[config.mk]
export PLATFORM = sky130hd
export DESIGN_NAME = nibble_serial_adder
export DESIGN_NICKNAME = d
export VERILOG_FILES = /design/src/rtl/nibble_serial_adder_pkg.sv /design/src/rtl/nibble_serial_adder_adder.sv /design/src/rtl/nibble_serial_adder.sv
export SDC_FILE = /design/constraint.sdc
export NUM_CORES = 1
export LEC_CHECK = 0
export BUFFER_PORTS_ARGS = -buffer_cell sky130_fd_sc_hd__buf_2
export CORE_ASPECT_RATIO = 0.5
export CORE_MARGIN = 5
export CORE_UTILIZATION = 55
export DETAILED_ROUTE_END_ITERATION = 6
export PLACE_DENSITY = 0.89
export SYNTH_ARGS = -nofsm -noshare
export SYNTH_HDL_FRONTEND = slang
export SYNTH_SLANG_ARGS = --single-unit
[constraint.sdc]
create_clock -name clk -period 7.8 [get_ports clk]
set_input_delay 1.56 -clock clk [delete_from_list [all_inputs] [get_ports clk]]
set_output_delay 1.56 -clock clk [all_outputs]
set_load 0.05 [all_outputs]
[src/rtl/nibble_serial_adder_pkg.sv]
// Shared definitions for the nibble-serial adder: controller states and digit sizing.
package nibble_serial_adder_pkg;

    localparam int unsigned NIBBLE_W    = 4;
    localparam int unsigned MAX_NIBBLES = 8;

    typedef enum logic [1:0] {
        IDLE = 2'd0,
        RUN  = 2'd1,
        DONE = 2'd2
    } state_e;

endpackage

[src/rtl/nibble_serial_adder_adder.sv]
// Combinational 4-bit ripple adder; also exposes the carry into the MSB for signed overflow.
module nibble_adder
    import nibble_serial_adder_pkg::*;
(
    input  logic [NIBBLE_W-1:0] a,
    input  logic [NIBBLE_W-1:0] b,
    input  logic                ci,
    output logic [NIBBLE_W-1:0] s,
    output logic                co,
    output logic                c_msb
);

    logic [NIBBLE_W:0] carry;

    always_comb begin
        carry    = '0;
        s        = '0;
        carry[0] = ci;
        for (int unsigned i = 0; i < NIBBLE_W; i++) begin
            s[i]       = a[i] ^ b[i] ^ carry[i];
            carry[i+1] = (a[i] & b[i]) | (carry[i] & (a[i] ^ b[i]));
        end
    end

    assign co    = carry[NIBBLE_W];
    assign c_msb = carry[NIBBLE_W-1];

endmodule

[src/rtl/nibble_serial_adder.sv]
// Serial adder processing one 4-bit digit per cycle with valid/ready handshakes on both sides.
// Optional signed-overflow output ovf is built when OVERFLOW_FLAG_EN is defined.
module nibble_serial_adder
    import nibble_serial_adder_pkg::*;
#(
    parameter int unsigned NIBBLES = 4
) (
    input  logic                         clk,
    input  logic                         rst_n,
    input  logic                         in_valid,
    output logic                         in_ready,
    input  logic [NIBBLE_W*NIBBLES-1:0]  a,
    input  logic [NIBBLE_W*NIBBLES-1:0]  b,
    input  logic                         cin,
    output logic                         out_valid,
    input  logic                         out_ready,
    output logic [NIBBLE_W*NIBBLES-1:0]  sum,
    output logic                         cout,
`ifdef OVERFLOW_FLAG_EN
    output logic                         ovf,
`endif
    output logic                         busy
);

    localparam int unsigned W     = NIBBLE_W * NIBBLES;
    localparam int unsigned IDX_W = $clog2(MAX_NIBBLES);

    state_e             state_q, state_d;
    logic [W-1:0]       a_q, a_d;
    logic [W-1:0]       b_q, b_d;
    logic [W-1:0]       sum_q, sum_d;
    logic               carry_q, carry_d;
    logic               cout_q, cout_d;
    logic [IDX_W-1:0]   idx_q, idx_d;

    logic [NIBBLE_W-1:0] nib_a, nib_b, nib_s;
    logic                nib_co, nib_cm;
    logic                in_hs, out_hs, last_nib;

    assign nib_a = a_q[idx_q*NIBBLE_W +: NIBBLE_W];
    assign nib_b = b_q[idx_q*NIBBLE_W +: NIBBLE_W];

    nibble_adder u_nibble_adder (
        .a     (nib_a),
        .b     (nib_b),
        .ci    (carry_q),
        .s     (nib_s),
        .co    (nib_co),
        .c_msb (nib_cm)
    );

`ifdef OVERFLOW_FLAG_EN
    logic ovf_q, ovf_d;
    assign ovf = ovf_q;
`else
    logic unused_cm;
    assign unused_cm = &{1'b0, nib_cm};
`endif

    always_comb begin
        in_ready = 1'b0;
        unique case (state_q)
            IDLE:    in_ready = 1'b1;
            DONE:    in_ready = out_ready;
            default: in_ready = 1'b0;
        endcase
    end

    assign out_valid = (state_q == DONE);
    assign busy      = (state_q == RUN);
    assign in_hs     = in_valid & in_ready;
    assign out_hs    = out_valid & out_ready;
    assign last_nib  = (idx_q == IDX_W'(NIBBLES - 1));

    always_comb begin
        state_d = state_q;
        a_d     = a_q;
        b_d     = b_q;
        sum_d   = sum_q;
        carry_d = carry_q;
        cout_d  = cout_q;
        idx_d   = idx_q;
`ifdef OVERFLOW_FLAG_EN
        ovf_d   = ovf_q;
`endif

        unique case (state_q)
            IDLE: ;
            RUN: begin
                sum_d[idx_q*NIBBLE_W +: NIBBLE_W] = nib_s;
                carry_d = nib_co;
                if (last_nib) begin
                    state_d = DONE;
                    cout_d  = nib_co;
                    idx_d   = '0;
`ifdef OVERFLOW_FLAG_EN
                    ovf_d   = nib_cm ^ nib_co;
`endif
                end else begin
                    idx_d = idx_q + 1'b1;
                end
            end
            DONE: begin
                if (out_hs) state_d = IDLE;
            end
            default: state_d = IDLE;
        endcase

        // in_ready is low in RUN, so this only fires from IDLE or as a DONE->RUN turnaround
        if (in_hs) begin
            state_d = RUN;
            a_d     = a;
            b_d     = b;
            carry_d = cin;
            idx_d   = '0;
        end
    end

    always_ff @(posedge clk or negedge rst_n) begin
        if (!rst_n) begin
            state_q <= IDLE;
            a_q     <= '0;
            b_q     <= '0;
            sum_q   <= '0;
            carry_q <= 1'b0;
            cout_q  <= 1'b0;
            idx_q   <= '0;
`ifdef OVERFLOW_FLAG_EN
            ovf_q   <= 1'b0;
`endif
        end else begin
            state_q <= state_d;
            a_q     <= a_d;
            b_q     <= b_d;
            sum_q   <= sum_d;
            carry_q <= carry_d;
            cout_q  <= cout_d;
            idx_q   <= idx_d;
`ifdef OVERFLOW_FLAG_EN
            ovf_q   <= ovf_d;
`endif
        end
    end

    assign sum  = sum_q;
    assign cout = cout_q;

endmodule

==> summary.txt <==
max capacitance violation total = 0
power share of the sequential group = 34.2%
Syn Inst Count = 172
net switching power figure = 649 uW
antenna diode count = 0
Core Rows = 17
hold slack = 0.495 ns
synth unique cells = 29
clk_lat worst skew = 0.31 ns
Core ar. = 4450 um2
initial antenna violation count = 0
Worst Path Max Fanout = 3
top-level I/O count = 57
hpwl dp = 3.66 mm
mapped cell area = 2560 um2
Worst Hold Class = flip-flop to flip-flop
CTS Buffer Depth = 2
CP Class = input port to primary output
vias in the first global route = 1703
DR vias = 1579
Area contributors post-synth = dfrtp_1 (54%), mux2_2 (20%), mux4_2 (7.0%)
Avg Cell Area, Syn = 14.9 um2
Die Width = 106 um
clock sink count = 55
GR Overflow Total = 0
Via density = 5.48
slowest CP cell = buf_2
WL final = 4.88 mm
Hold Fails Final Rpt = 0
sequence of cells on the critical path = buf_2 > inv_1 > a21oi_1 > buf_2
Max Fclk = 269 MHz
DR DRC count = 0
Initial Util = 57.5%
minimum clock period = 3.72 ns
peak supply drop = 0.193 mV
status = finished, final reports clean
Clk pwr share = 10.4%
Arrival @ worst endpoint = 2.16 ns
critical path startpoint category = input port
clock buffer count from CTS = 5
Max stage delay on crit path = 0.29 ns
die area = 6200 um2
Worst setup EP type = primary output
largest net degree at the start of global routing = 56
TNS Setup = 0 ns
leading cell type in the layout, fill and taps excluded = buf_2
final setup fails = 0
Resized Gates After CTS = 0
commonest cells after routing, fill and taps aside = buf_2 (56), dfrtp_1 (55), mux2_2 (46), inv_1 (10), mux4_2 (8)
fill count = 305
Reg area = 1380 um2
die height = 58.2 um
Final Skew = 0.00520 ns
Synth Register Bits = 55
clock root buffer = clkbuf_8
DRT Pass-1 Iters = 4
Sw Share = 42.8%
multi-input logic area = 1090 um2
first-pass GRT wire length = 8.25 mm
cell taking the most area after synthesis = dfrtp_1
P_leak = 0.00140 uW
Yosys top cell area share = 53.8%
CTS tree = yes
Worst path most repeated cell = buf_2
unrepaired setup endpoints after global routing = false
Layout Nets = 275
P per Cell Area = 511 nW/um2
Placer Congestion = 0.814
logic gate share of total power = 55.3%
CTS H-Tree Depth = 2
port bufs = 56
DR iter-0 viols = 57
Synth Warn # = 0
# Post-CTS Setup Buffers = 0
layout cell share with drive strength beyond 1 = 52.8%
cell internal pwr = 867 uW
setup ws final = 4.08 ns
Area Overhead vs Synth = 15.9%
routed len/inst = 17.0 um
Hold Buf Count CTS = 0
Post-Place Worst Slack = 4.10 ns
Least-Margin Pin Slew = 0.683 ns
Total GRT Usage = 17.2%
relative slew slack = 54.5%
Clock Pin Slew Worst Setup and Hold Paths = 0.09 ns
Seq/Total Area, Yosys = 53.8%
Detail Route Antenna Nets = 0
Net Count, Synth = 216
final cycle utilization of the critical path = 47.6%
Worst Path Required = 6.24 ns
Max Slew Vio Count = 0
==> state kept, by name, summed over array words and instances, names as in the netlist <==
signal,count
state_q,2
a_q,16
b_q,16
sum,16
carry_q,1
idx_q,3
cout,1
==> per-layer routing <==
metal / GRT usage, % / wire length (um) / vias to the layer above
met2: 29.9 / 2460 / 36
met3: 4.12 / 192 / 8
met1: 21.1 / 2140 / 811
met4: 7.47 / 88 / 0
li1: - / - / 724
met5: 0 / 0 / -
==> worst paths after layout <==
path / start / end / slack [ns] / cells past startpoint
worst min register to register: a_q[2] / a_q[2] / 0.50 / 1
min in group asynchronous: rst_n / b_q[8] / 1.36 / 2
worst max-delay path: out_ready / in_ready / 4.08 / 4
max in group asynchronous: rst_n / a_q[1] / 5.99 / 2
worst min-delay path: a_q[2] / a_q[2] / 0.50 / 1
worst max register to register: idx_q[0] / carry_q / 4.16 / 10
==> final cells by class <==
type                            count  area share (%)
Inverter                           11            1.39
Clock buffer                        6            2.79
Tap cell                           57            2.41
Timing Repair Buffer               58            9.96
Multi-Input combinational cell    100            36.9
Sequential cell                    55            46.4
Clock inverter                      1           0.169
==> power by group through the flow <==
stage | Combinational [uW] | Sequential [uW] | Clock, uW
after CTS | 846 | 521 | 161
after global routing | 908 | 538 | 175
after detailed placement | 840 | 527 | 0
after global placement | 800 | 516 | 0
after floorplan | 520 | 622 | 0
final | 839 | 519 | 158
==> cell usage after synthesis <==
master,instances
dfrtp_1,55
mux2_2,46
inv_1,10
mux4_2,8
and2_1,6
fa_1,4
nand2_1,4
nor2b_1,4
a21oi_1,3
buf_6,3
ha_1,3
mux2i_1,3
nor2_1,3
a21o_1,2
buf_2,2
mux2_1,2
nand3_1,2
a211oi_1,1
a211oi_4,1
and3_1,1
and4bb_1,1
and4bb_2,1
clkbuf_1,1
clkinv_1,1
nand2b_1,1
nand2b_2,1
nand3b_1,1
nand4_1,1
nor3b_1,1
==> logic make-up after synthesis <==
family,after synthesis,synth area share (%)
and+or+nand+nor,27,6.51
muxes,59,29.4
adders and majority gates,7,4.60
DFF,55,53.8
buffers and inverters,17,3.47
AOI/OAI and AO/OA,7,2.25
==> stage by stage <==
step | util [%] | cells | total power [uW] | cell area [um2]
after global placement | 64.7 | 281 | 1320 | 2880
after detailed placement | 64.7 | 281 | 1370 | 2880
after CTS | 66.7 | 288 | 1530 | 2960
after floorplan | - | 172 | 1140 | 2560
after global routing | 66.7 | 288 | 1620 | 2960
final | 66.7 | 288 | 1520 | 2960
==> worst max-delay path: cells and delay by family <==
family	cells	cell delay, ns
AOI/OAI and AO/OA	1	0.16
buffers and inverters	3	0.43
(Power assumes the default switching activity.)
